`src/rtl/pc_pkg.sv`:
```
// Shared command encoding for the program counter with return-address stack.
// The decode function fixes which command wins when several strobes are high.
package pc_pkg;

    typedef enum logic [2:0] {
        CMD_HOLD,
        CMD_INC,
        CMD_LOAD,
        CMD_CALL,
        CMD_RET
    } pc_cmd_e;

    // Priority: load > call > ret > inc; nothing asserted means hold.
    function automatic pc_cmd_e pc_decode(
        input logic load,
        input logic call,
        input logic ret,
        input logic inc
    );
        pc_cmd_e cmd;
        if (load)
            cmd = CMD_LOAD;
        else if (call)
            cmd = CMD_CALL;
        else if (ret)
            cmd = CMD_RET;
        else if (inc)
            cmd = CMD_INC;
        else
            cmd = CMD_HOLD;
        return cmd;
    endfunction

endpackage

```
`src/rtl/ret_stack.sv`:
```
// LIFO of return addresses. Top of stack is read combinationally so a pop
// can land in the PC on the same edge that retires the entry.
module ret_stack #(
    parameter int WIDTH = 16,
    parameter int DEPTH = 8,
    parameter int DW    = $clog2(DEPTH + 1)
) (
    input  logic             clk,
    input  logic             reset_n,
    input  logic             push,
    input  logic             pop,
    input  logic [WIDTH-1:0] wdata,
    output logic [WIDTH-1:0] rdata,
    output logic [DW-1:0]    depth,
    output logic             full,
    output logic             empty
);

    localparam int AW = (DEPTH > 1) ? $clog2(DEPTH) : 1;

    logic [WIDTH-1:0] mem [DEPTH];
    logic [DW-1:0]    depth_reg;
    logic [DW-1:0]    depth_next;
    logic [AW-1:0]    wr_idx;
    logic [AW-1:0]    rd_idx;
    logic             do_push;
    logic             do_pop;

    assign full    = (depth_reg == DW'(DEPTH));
    assign empty   = (depth_reg == '0);
    assign do_push = push && !full;
    assign do_pop  = pop && !empty;

    // Indices are only used when the matching guard holds, so truncation is safe.
    assign wr_idx = AW'(depth_reg);
    assign rd_idx = AW'(depth_reg - DW'(1));

    always_comb begin
        depth_next = depth_reg;
        if (do_push)
            depth_next = depth_reg + DW'(1);
        else if (do_pop)
            depth_next = depth_reg - DW'(1);
    end

    always_ff @(posedge clk or negedge reset_n) begin
        if (!reset_n)
            depth_reg <= '0;
        else
            depth_reg <= depth_next;
    end

    // Storage has no reset; contents beyond the pointer are don't-care.
    always_ff @(posedge clk) begin
        if (do_push)
            mem[wr_idx] <= wdata;
    end

    assign rdata = mem[rd_idx];
    assign depth = depth_reg;

endmodule

```
`src/rtl/pc_call_stack.sv`:
```
// Fetch-stage program counter with configurable step and a hardware
// return-address stack; sticky overflow/underflow flags record misuse.
module pc_call_stack
    import pc_pkg::*;
#(
    parameter int WIDTH = 16,
    parameter int STEP  = 1,
    parameter int DEPTH = 8,
    parameter int DW    = $clog2(DEPTH + 1)
) (
    input  logic             clk,
    input  logic             reset_n,
    input  logic [WIDTH-1:0] in,
    input  logic             inc,
    input  logic             load,
    input  logic             call,
    input  logic             ret,
    input  logic             clr_err,
    output logic [WIDTH-1:0] out,
    output logic [DW-1:0]    depth,
    output logic             empty,
    output logic             full,
    output logic             overflow,
    output logic             underflow
);

    pc_cmd_e          cmd;
    logic [WIDTH-1:0] pc_reg;
    logic [WIDTH-1:0] pc_next;
    logic [WIDTH-1:0] seq_pc;
    logic             overflow_reg;
    logic             overflow_next;
    logic             underflow_reg;
    logic             underflow_next;
    logic             stk_push;
    logic             stk_pop;
    logic [WIDTH-1:0] stk_rdata;
    logic             stk_full;
    logic             stk_empty;

    assign cmd    = pc_decode(load, call, ret, inc);
    assign seq_pc = pc_reg + WIDTH'(STEP);

    assign stk_push = (cmd == CMD_CALL) && !stk_full;
    assign stk_pop  = (cmd == CMD_RET) && !stk_empty;

    ret_stack #(
        .WIDTH (WIDTH),
        .DEPTH (DEPTH),
        .DW    (DW)
    ) u_ret_stack (
        .clk     (clk),
        .reset_n (reset_n),
        .push    (stk_push),
        .pop     (stk_pop),
        .wdata   (seq_pc),
        .rdata   (stk_rdata),
        .depth   (depth),
        .full    (stk_full),
        .empty   (stk_empty)
    );

    // Clear is applied first so a same-cycle error event leaves the flag set.
    always_comb begin
        pc_next        = pc_reg;
        overflow_next  = clr_err ? 1'b0 : overflow_reg;
        underflow_next = clr_err ? 1'b0 : underflow_reg;
        unique case (cmd)
            CMD_LOAD: pc_next = in;
            CMD_CALL: begin
                pc_next = in;
                if (stk_full)
                    overflow_next = 1'b1;
            end
            CMD_RET: begin
                if (stk_empty)
                    underflow_next = 1'b1;
                else
                    pc_next = stk_rdata;
            end
            CMD_INC:  pc_next = seq_pc;
            default:  pc_next = pc_reg;
        endcase
    end

    always_ff @(posedge clk or negedge reset_n) begin
        if (!reset_n) begin
            pc_reg        <= '0;
            overflow_reg  <= 1'b0;
            underflow_reg <= 1'b0;
        end else begin
            pc_reg        <= pc_next;
            overflow_reg  <= overflow_next;
            underflow_reg <= underflow_next;
        end
    end

    assign out       = pc_reg;
    assign empty     = stk_empty;
    assign full      = stk_full;
    assign overflow  = overflow_reg;
    assign underflow = underflow_reg;

endmodule
```
`config.mk`:
```
export PLATFORM = sky130hd
export DESIGN_NAME = pc_call_stack
export DESIGN_NICKNAME = d
export VERILOG_FILES = /design/src/rtl/pc_pkg.sv /design/src/rtl/ret_stack.sv /design/src/rtl/pc_call_stack.sv
export SDC_FILE = /design/constraint.sdc
export NUM_CORES = 1
export LEC_CHECK = 0
export CORE_MARGIN = 4
export CORE_UTILIZATION = 45
export DETAILED_ROUTE_END_ITERATION = 7
export GPL_TIMING_DRIVEN = 0
export PLACE_DENSITY = 0.6
export SLEW_MARGIN = 20
export SYNTH_ARGS = -nofsm -noshare
export SYNTH_HDL_FRONTEND = slang
export SYNTH_SLANG_ARGS = --single-unit
```
`constraint.sdc`:
```
create_clock -name clk -period 10.5 [get_ports clk]
set_input_delay 3.15 -clock clk [delete_from_list [all_inputs] [get_ports clk]]
set_output_delay 3.15 -clock clk [all_outputs]
set_load 0.05 [all_outputs]
```
==> results.ini, run 1 <==
[route]
routed_wl_mm=15.67
drc_errors=0
drt_iter0_drc=320
via_count=3825
detail_route.wl_per_cell_um=23.73
dr.pass1.iters=5
vias_per_cell=5.795
antenna_left=0

[timing]
whs_ns=0.5414
worst_pin_slew_ns=0.8079
hold_violations=0
max_freq_mhz=162.2
slew_violations=0
rsz0062_at_grt=false
finalCriticalPeriod_ns=6.166
fin_ws_ns=4.334
fin_skew_ns=0.006468
fin_tns_setup_ns=0
final-setup-viol-count=0
post-route-period-util_pct=58.72
slew_headroom_pct=45.87

[clocking]
cts_buffers=17
cts.root.buffer_cell=clkbuf_16
cts_setup_buffers=0
insertion_delay_ns=0.42
cts-htree-levels=4
tritoncts=done
clockBufferDepth=2
post_cts_resized=0
hold_buffers=0
clk_pin_slew_ns=0.06
clock-sinks=150

[yosys]
syn_inst=391
ys_seq_area_share_pct=68.62
synth.distinct_cells=47
synth.area.top_cells=edfxtp_1 60%, mux4_2 11%, dfrtp_1 8.6%, nand2_1 2.9%, xor2_1 1.2%
yosysWarnings=0
synth_top_area_share_pct=60.02
synth_top_flop_cell=edfxtp_1
synth_area_um2=6404
syn_avg_cell_area_um2=16.38
synthArstFlopShare_pct=14.67
yosysMostFrequentCell=edfxtp_1
synth_edf_count=128
ys_seq_elements=150
synth_nets=417
synth_top_cell_by_area=edfxtp_1
synth_common_cells=128 x edfxtp_1, 49 x nand2_1, 32 x mux4_2

[placed_design]
routabilityCongestion=0.7788
place_area_um2=7212
hpwlAfterDp_mm=10.39
post-place-cells=628
dp_slack_ns=4.731
io_buffers=46

[setup_path]
cp-start-kind=flop
worstPathArrival_ns=3.02
crit_family=buffers and inverters
crit_fanout=10
end_kind=primary output
crit_path_cell_trace=buf_4 > buf_2 > inv_1 > ha_1 > nor3b_4 > clkdlybuf4s50_1
critPathBufInv=4
slowest_stage=clkdlybuf4s50_1
crit_type=flop to primary output
cpPeakStageDelay_ns=0.85
cp.required_ns=7.35

[final_layout]
finalNetCount=493
largest_reg_flops=128
post-route-util_pct=56.33
area_delta_synth_final_pct=22.57
drive_gt1_share_pct=22.71
fin_area_um2=7849
antenna_cells=0
instances_no_fill=660

[run_status]
status=complete, no violations

[pwr]
p_per_area_nw_per_um2=280.8
peakVddDrop_v=0.0001476
power_mw=2.204
p_leak_nw=2.672

[floorplanning]
initial_utilization_pct=45.95
die_h_um=127.3
fp.dieArea_um2=16200
placementRows=43
core_area_um2=13930
die_w_um=127.3
ios=47

[flow_run]
drv_cap=0

[global_routing]
grt_pass1_vias=4018
grt_max_degree=23
track_usage_pct=20.61
grt-ovfl-total=0
grt_pass1_wl_mm=24.15
antenna_found_initial=0

[worst_hold_path]
hold_path_class=flop to flop

==> where the power goes <==
part           switching [mW]  internal [mW]
clock network           0.235          0.420
logic                   0.451          0.292
registers              0.0543          0.752
total                   0.740           1.46
==> metal layers <==
metal	track usage (%)	part of all wire, %	vias up
li1	-	-	1699
met3	4.891	5.9	20
met5	0	0	-
met1	27.38	42	1982
met2	33.97	51	124
met4	6.372	1.2	0
==> worst reg2reg max path, cell delays in order, from the launching register on <==
cell and delay (ns):
dfrtp_1 0.43, buf_4 0.27, buf_2 0.35, inv_1 0.14
ha_1 0.34, and3b_1 0.27, nand2b_1 0.28, nor4_2 0.55
buf_2 0.32, buf_2 0.22
==> cells in the final DEF (no fill, tap or decap), types with 3 or more instances in the layout <==
cell type / n
nor2b_1: 3
mux4_2: 32
inv_1: 9
a31oi_1: 3
ha_1: 3
nand3_1: 5
nor4_2: 5
xor2_1: 9
clkinv_2: 4
dfrtp_1: 22
clkbuf_1: 5
a41oi_1: 6
a21oi_1: 14
a221o_1: 4
clkdlybuf4s50_1: 45
nor2_1: 15
a221oi_1: 4
buf_4: 10
nor3_1: 6
clkbuf_16: 17
nor2_4: 5
nor3_2: 4
nand2_1: 49
xnor2_1: 7
o21ai_0: 8
clkinv_4: 3
a22oi_1: 7
edfxtp_1: 128
buf_2: 13
bufinv_16: 5
==> worst paths after layout <==
path / start / to / slack (ns) / cells past startpoint
max in group asynchronous: reset_n / u_ret_stack.depth[0]$_DFFE_PN0P_ / 7.34 / 1
hold / removal: underflow$_DFF_PN0_ / underflow$_DFF_PN0_ / 0.54 / 2
min in group asynchronous: reset_n / out[0]$_DFFE_PN0P_ / 2.75 / 1
setup reg to reg: u_ret_stack.depth[0]$_DFFE_PN0P_ / u_ret_stack.mem[0][9]$_DFFE_PP_ / 7.04 / 9
hold reg to reg: underflow$_DFF_PN0_ / underflow$_DFF_PN0_ / 0.54 / 2
setup / recovery: u_ret_stack.depth[0]$_DFFE_PN0P_ / empty / 4.33 / 6
==> cell families (layout without fill, tap and decap cells) <==
| family | after synthesis | after routing | synth area share (%) |
|---|---|---|---|
| AOI/OAI and AO/OA | 58 | 58 | 6.370 |
| xor gates and xnor gates | 18 | 18 | 2.697 |
| adders and majority gates | 3 | 3 | 0.5862 |
| buffers and inverters | 26 | 115 | 1.875 |
| DFF | 150 | 150 | 68.62 |
| muxes | 32 | 32 | 11.25 |
| and+or+nand+nor | 104 | 104 | 8.597 |
==> area by class of cell <==
type                            instances  area, µm²
Fill cell                            1101       6086
Timing Repair Buffer                   57      534.3
Sequential cell                       150       4394
Tap cell                              180      225.2
Multi-Input combinational cell        215       1938
Clock inverter                         14      207.7
Clock buffer                           18      429.2
Buffer                                 17      86.33
Inverter                                9      33.78
(Power assumes the default switching activity.)
==> run 2, diff against run 1 <==
PLACE_DENSITY = 0.62   (was 0.6)
clock period = 5 ns   (was 10.5 ns; I/O delays follow)
==> run 2 against run 1 <==
Compared with the run above:
- sequential power is 110% higher
- sequential share of layout area is 0.098 points lower
- first-iteration DRC count is 21% higher
- via count is 2.0% higher
- setup slack worse by 3.9 ns
- power is 110% higher
- worst hold slack worse by 0.0081 ns
- core utilization is 0.099 points higher
- final area is 0.18% higher
- critical path type unchanged
- critical endpoint unchanged
- largest cell class unchanged
==> results.ini, run 2 (synthesis results as in run 1) <==
[clocking]
tritoncts=done
hold_buffers=0  ; unchanged
clk_pin_slew_ns=0.06  ; about the same
insertion_delay_ns=0.42  ; about the same
clock-sinks=150  ; unchanged
clockBufferDepth=2  ; unchanged
cts_setup_buffers=0  ; unchanged
cts-htree-levels=4  ; unchanged
post_cts_resized=0  ; unchanged
cts.root.buffer_cell=clkbuf_16
cts_buffers=17  ; unchanged

[final_layout]
multi_input_area_um2=1923  ; -0.77%
final_common_cell=edfxtp_1
regArea_um2=4394  ; unchanged
fin_area_um2=7863  ; +0.18%
largest_reg_flops=128  ; unchanged
drive_gt1_share_pct=22.36  ; -0.35 points
fill_cells=1102  ; +0.091%
antenna_cells=0  ; unchanged
post-route-util_pct=56.42  ; +0.099 points
finalNetCount=496  ; +0.61%
layout_common_cells=128 x edfxtp_1, 49 x nand2_1, 45 x clkdlybuf4s50_1
area_delta_synth_final_pct=22.78
instances_no_fill=663  ; +0.45%

[route]
top_layer_used=met4
routed_wl_mm=15.59  ; -0.47%
detail_route.wl_per_cell_um=23.52  ; -0.92%
drc_errors=0  ; unchanged
dr.pass1.iters=5  ; unchanged
m1WireLength_mm=6.613  ; +1.4%
via_count=3900  ; +2.0%
wl_met2_mm=7.801  ; -2.9%
drt_iter0_drc=387  ; +21%
antenna_left=0  ; unchanged
routed-wl-met3_um=930  ; +1.4%
vias_per_cell=5.882  ; +1.5%

[setup_path]
worstPathArrival_ns=3.05  ; +0.03 ns
cp-start-kind=flop
crit_type=flop to primary output
cp.required_ns=3.50  ; -3.85 ns
reg2reg_slack_ns=1.68  ; -5.36 ns
crit_fanout=10  ; unchanged
end_kind=primary output

[pwr]
power_mw=4.576  ; +110%
peakVddDrop_v=0.0002508  ; +70%
p_leak_nw=2.676  ; +0.16%
p_per_area_nw_per_um2=582.0  ; +110%

[global_routing]
grt_pass1_wl_mm=24.05  ; -0.40%
grt_max_degree=23  ; unchanged
track_usage_pct=20.39  ; -0.22 points
grt_pass1_vias=4030  ; +0.30%
antenna_found_initial=0  ; unchanged
grt-ovfl-total=0  ; unchanged

[placed_design]
routabilityCongestion=0.7710  ; -1.0%
hpwlAfterDp_mm=10.70  ; +3.0%
io_buffers=46  ; unchanged
dp_slack_ns=0.8934  ; -3.838 ns
place_area_um2=7254  ; +0.59%
post-place-cells=631  ; +0.48%

[timing]
rsz0062_at_grt=false
fin_skew_ns=0.01126  ; +0.004790 ns
fin_ws_ns=0.4547  ; -3.879 ns
post-route-period-util_pct=90.91
final-setup-viol-count=0  ; unchanged
hold_violations=0  ; unchanged
whs_ns=0.5333  ; -0.008099 ns
slew_headroom_pct=50.26  ; +4.4 points
max_freq_mhz=220.0
finalCriticalPeriod_ns=4.545
slew_violations=0  ; unchanged
fin_tns_setup_ns=0  ; unchanged
worst_pin_slew_ns=0.7425  ; -0.06544 ns

[floorplanning]
fp.dieArea_um2=16200  ; unchanged
ios=47  ; unchanged
core_area_um2=13930  ; unchanged
initial_utilization_pct=45.95  ; unchanged
die_w_um=127.3  ; unchanged
die_h_um=127.3  ; unchanged
placementRows=43  ; unchanged

[worst_hold_path]
hold_path_class=flop to flop

[flow_run]
drv_cap=0  ; unchanged

[run_status]
status=complete, no violations

run 2: cell types whose count changed in the layout (fill, tap and decap cells not counted):
cell and delta:
buf_2 -2, nor2_4 -3, nor2_2 +3, clkbuf_8 +1, clkbuf_1 +3, buf_8 +3, clkinv_4 -2, buf_6 +2
clkinv_2 -2, bufinv_16 -1, clkinv_1 +1
run 2: path summary, 6_finish.rpt:
path,cells after the start,start,endpoint
min reg2reg,2,overflow$_DFF_PN0_,overflow$_DFF_PN0_
min,2,overflow$_DFF_PN0_,overflow$_DFF_PN0_
max in group asynchronous,1,reset_n,out[7]$_DFFE_PN0P_
max,6,u_ret_stack.depth[0]$_DFFE_PN0P_,empty
max reg2reg,9,u_ret_stack.depth[0]$_DFFE_PN0P_,u_ret_stack.mem[0][6]$_DFFE_PP_
min in group asynchronous,1,reset_n,out[8]$_DFFE_PN0P_
run 2: per-layer routing:
metal / up-vias / global-route usage [%]
met3: 17 / 4.724
met1: 2028 / 27.56
li1: 1707 / -
met4: 0 / 5.931
met2: 148 / 33.35
met5: - / 0
run 2: where the power goes:
group	switching, mW	total, mW	internal [mW]
combinational	0.940	1.56	0.618
clock	0.483	1.33	0.844
sequential	0.112	1.69	1.58
total	1.53	4.58	3.04
run 2: layout make-up:
| cell class | instances | area share [%] |
|---|---|---|
| timing repair buffer | 60 | 7.527 |
| inverter | 9 | 0.4297 |
| buffer | 17 | 1.098 |
| multi-input combinational | 215 | 24.46 |
| sequential | 150 | 55.89 |
| clock buffer | 22 | 5.777 |
| clock inverter | 10 | 1.957 |
| tap | 180 | 2.864 |
run 2: worst max-delay path, stage by stage, from the launching register on:
cell and delay (ns):
dfrtp_1 0.43, buf_4 0.22, buf_2 0.25, inv_1 0.15, ha_1 0.38, nor3b_4 0.34, clkdlybuf4s50_1 0.85
==> run 3, diff against run 2 <==
REMOVE_ABC_BUFFERS = 1   (was default)
SLEW_MARGIN = 10   (was 20)
==> run 3 against run 2 <==
Compared with the run above:
- final area shrank 0.60%
- clock skew decreased by 0.0037 ns
- critical path depth shrank 2
- sequential cell count unchanged
- register-to-register slack improved by 0.19 ns
- clock power decreased by 11%
- first-iteration DRC count grew 12%
- critical path type unchanged
- critical endpoint unchanged
- highest routed layer unchanged
==> results.ini, run 3 (synthesis results as in run 1) <==
[timing]
finalCriticalPeriod_ns=4.419  ; -0.1259 ns
worst_pin_slew_ns=0.8302  ; +0.08771 ns
fin_skew_ns=0.007602  ; -0.003655 ns
slew_violations=0  ; unchanged
max_freq_mhz=226.3  ; +2.8%
slew_headroom_pct=44.65  ; -5.6 points
rsz0062_at_grt=false
final-setup-viol-count=0  ; unchanged
fin_tns_setup_ns=0  ; unchanged
post-route-period-util_pct=88.39  ; -2.5 points
hold_violations=0  ; unchanged

[pwr]
peakVddDrop_v=0.0002668  ; +6.4%
p_leak_nw=2.633  ; -1.6%
p_per_area_nw_per_um2=561.7  ; -3.5%
power_mw=4.390  ; -4.1%

[clocking]
cts.root.buffer_cell=clkbuf_16
insertion_delay_ns=0.41  ; about the same
clk_pin_slew_ns=0.06  ; about the same
clock-sinks=150  ; unchanged
cts_setup_buffers=0  ; unchanged
hold_buffers=0  ; unchanged
clockBufferDepth=2  ; unchanged
cts_buffers=17  ; unchanged
cts-htree-levels=4  ; unchanged
tritoncts=done
post_cts_resized=0  ; unchanged

[setup_path]
crit_path_cell_trace=inv_1 > ha_2 > nor3b_4 > clkdlybuf4s50_1
reg2reg_slack_ns=1.87  ; +0.19 ns
r2r-start=u_ret_stack.depth[0]$_DFFE_PN0P_
slowest_stage=clkdlybuf4s50_1
end_kind=primary output
crit_fanout=40  ; +30
rr_endpoint=u_ret_stack.mem[0][12]$_DFFE_PP_
cp-start-kind=flop
reg2reg_depth=7  ; -2
cpPeakStageDelay_ns=0.86  ; about the same
cp.required_ns=3.50  ; about the same
worstPathArrival_ns=2.92  ; -0.13 ns
crit_type=flop to primary output

[global_routing]
grt_max_degree=41  ; +78%
grt_pass1_wl_mm=22.42  ; -6.8%
antenna_found_initial=0  ; unchanged
grt-ovfl-total=0  ; unchanged
track_usage_pct=18.90  ; -1.5 points
grt_pass1_vias=3771  ; -6.4%

[route]
antenna_left=0  ; unchanged
detail_route.wl_per_cell_um=22.42  ; -4.7%
drc_errors=0  ; unchanged
via_count=3759  ; -3.6%
vias_per_cell=5.792  ; -1.5%
dr.pass1.iters=5  ; unchanged
drt_iter0_drc=435  ; +12%
routed_wl_mm=14.55  ; -6.7%

[worst_hold_path]
holdCritStartpoint=underflow$_DFF_PN0_
whs_endpoint=underflow$_DFF_PN0_
min_path_cells=2  ; unchanged
hold_path_class=flop to flop

[final_layout]
largest_reg_flops=128  ; unchanged
final_common_cell=edfxtp_1
layout_common_cells=128 x edfxtp_1, 49 x nand2_1, 45 x clkdlybuf4s50_1
drive_gt1_share_pct=21.54  ; -0.83 points
area_delta_synth_final_pct=22.04
fill_cells=1087  ; -1.4%
finalNetCount=482  ; -2.8%
antenna_cells=0  ; unchanged

[floorplanning]
ios=47  ; unchanged
core_area_um2=13930  ; unchanged
placementRows=43  ; unchanged
die_w_um=127.3  ; unchanged
fp.dieArea_um2=16200  ; unchanged
die_h_um=127.3  ; unchanged
initial_utilization_pct=45.95  ; unchanged

[placed_design]
routabilityCongestion=0.7145  ; -7.3%
io_buffers=46  ; unchanged
hpwlAfterDp_mm=9.594  ; -10%

[flow_run]
drv_cap=0  ; unchanged

[run_status]
status=complete, no violations

-- run 3: changes by cell type in the layout (fill, tap and decap cells not counted), sizes merged --
cell,change
bufinv,-2
clkinv,+4
clkbuf,-6
buf,-10
-- run 3: cell type report --
cell class                      instances  area [µm²]  share of cell area [%]
Clock buffer                           20       436.7                   5.588
Timing Repair Buffer                   63       673.1                   8.614
Clock inverter                         12       111.4                   1.425
Multi-Input combinational cell        215        1937                   24.78
Tap cell                              180       225.2                   2.882
Sequential cell                       150        4398                   56.28
Inverter                                9       33.78                  0.4323
-- run 3: report_power, final --
group          total, mW  leakage, nW  switching [mW]  internal, mW
sequential          1.79         1.42           0.208          1.58
combinational       1.41        0.944           0.791         0.622
clock               1.19        0.267           0.464         0.724
-- run 3: how the worst max path moves through the flow --
stage / from / endpoint / slack [ns] / cells after the start
2_1_floorplan: u_ret_stack.depth[0]$_DFFE_PN0P_ / u_ret_stack.mem[0][0]$_DFFE_PP_ / -0.22 / 5
6_report: u_ret_stack.depth[0]$_DFFE_PN0P_ / empty / 0.58 / 4
3_5_place_dp: u_ret_stack.depth[0]$_DFFE_PN0P_ / empty / 0.97 / 4
5_1_grt: u_ret_stack.depth[0]$_DFFE_PN0P_ / empty / 0.42 / 4
4_1_cts: u_ret_stack.depth[0]$_DFFE_PN0P_ / empty / 0.52 / 4
3_3_place_gp: u_ret_stack.depth[0]$_DFFE_PN0P_ / u_ret_stack.mem[0][8]$_DFFE_PP_ / -2.10 / 5
-- run 3: critical path: cells and delay by family, from the launching register on --
family / cells / cell delay (ns)
buffers and inverters: 2 / 1.10
DFF: 1 / 0.75
and+or+nand+nor: 1 / 0.33
adders and majority gates: 1 / 0.32
-- run 3: routing by layer --
layer | up-vias | GRT usage, % | share of wire (%)
li1 | 1671 | - | -
met1 | 1944 | 25.49 | 43
met2 | 113 | 30.07 | 50
met3 | 31 | 3.930 | 4.6
met4 | 0 | 8.013 | 2.9
met5 | - | 0 | 0
-- run 3: per-stage QoR --
step                setup WS (ns)  hold WS (ns)  util [%]  cell area (µm²)  cells
floorplan                 -0.2244        0.7478         -             6317    374
global placement           -2.098        0.5174     50.26             7003    600
detailed placement         0.9697        0.5485     52.19             7272    617
CTS                        0.5236        0.5617     56.12             7820    649
global route               0.4217        0.5966     56.08             7815    649
finish                     0.5806        0.5518     56.08             7815    649
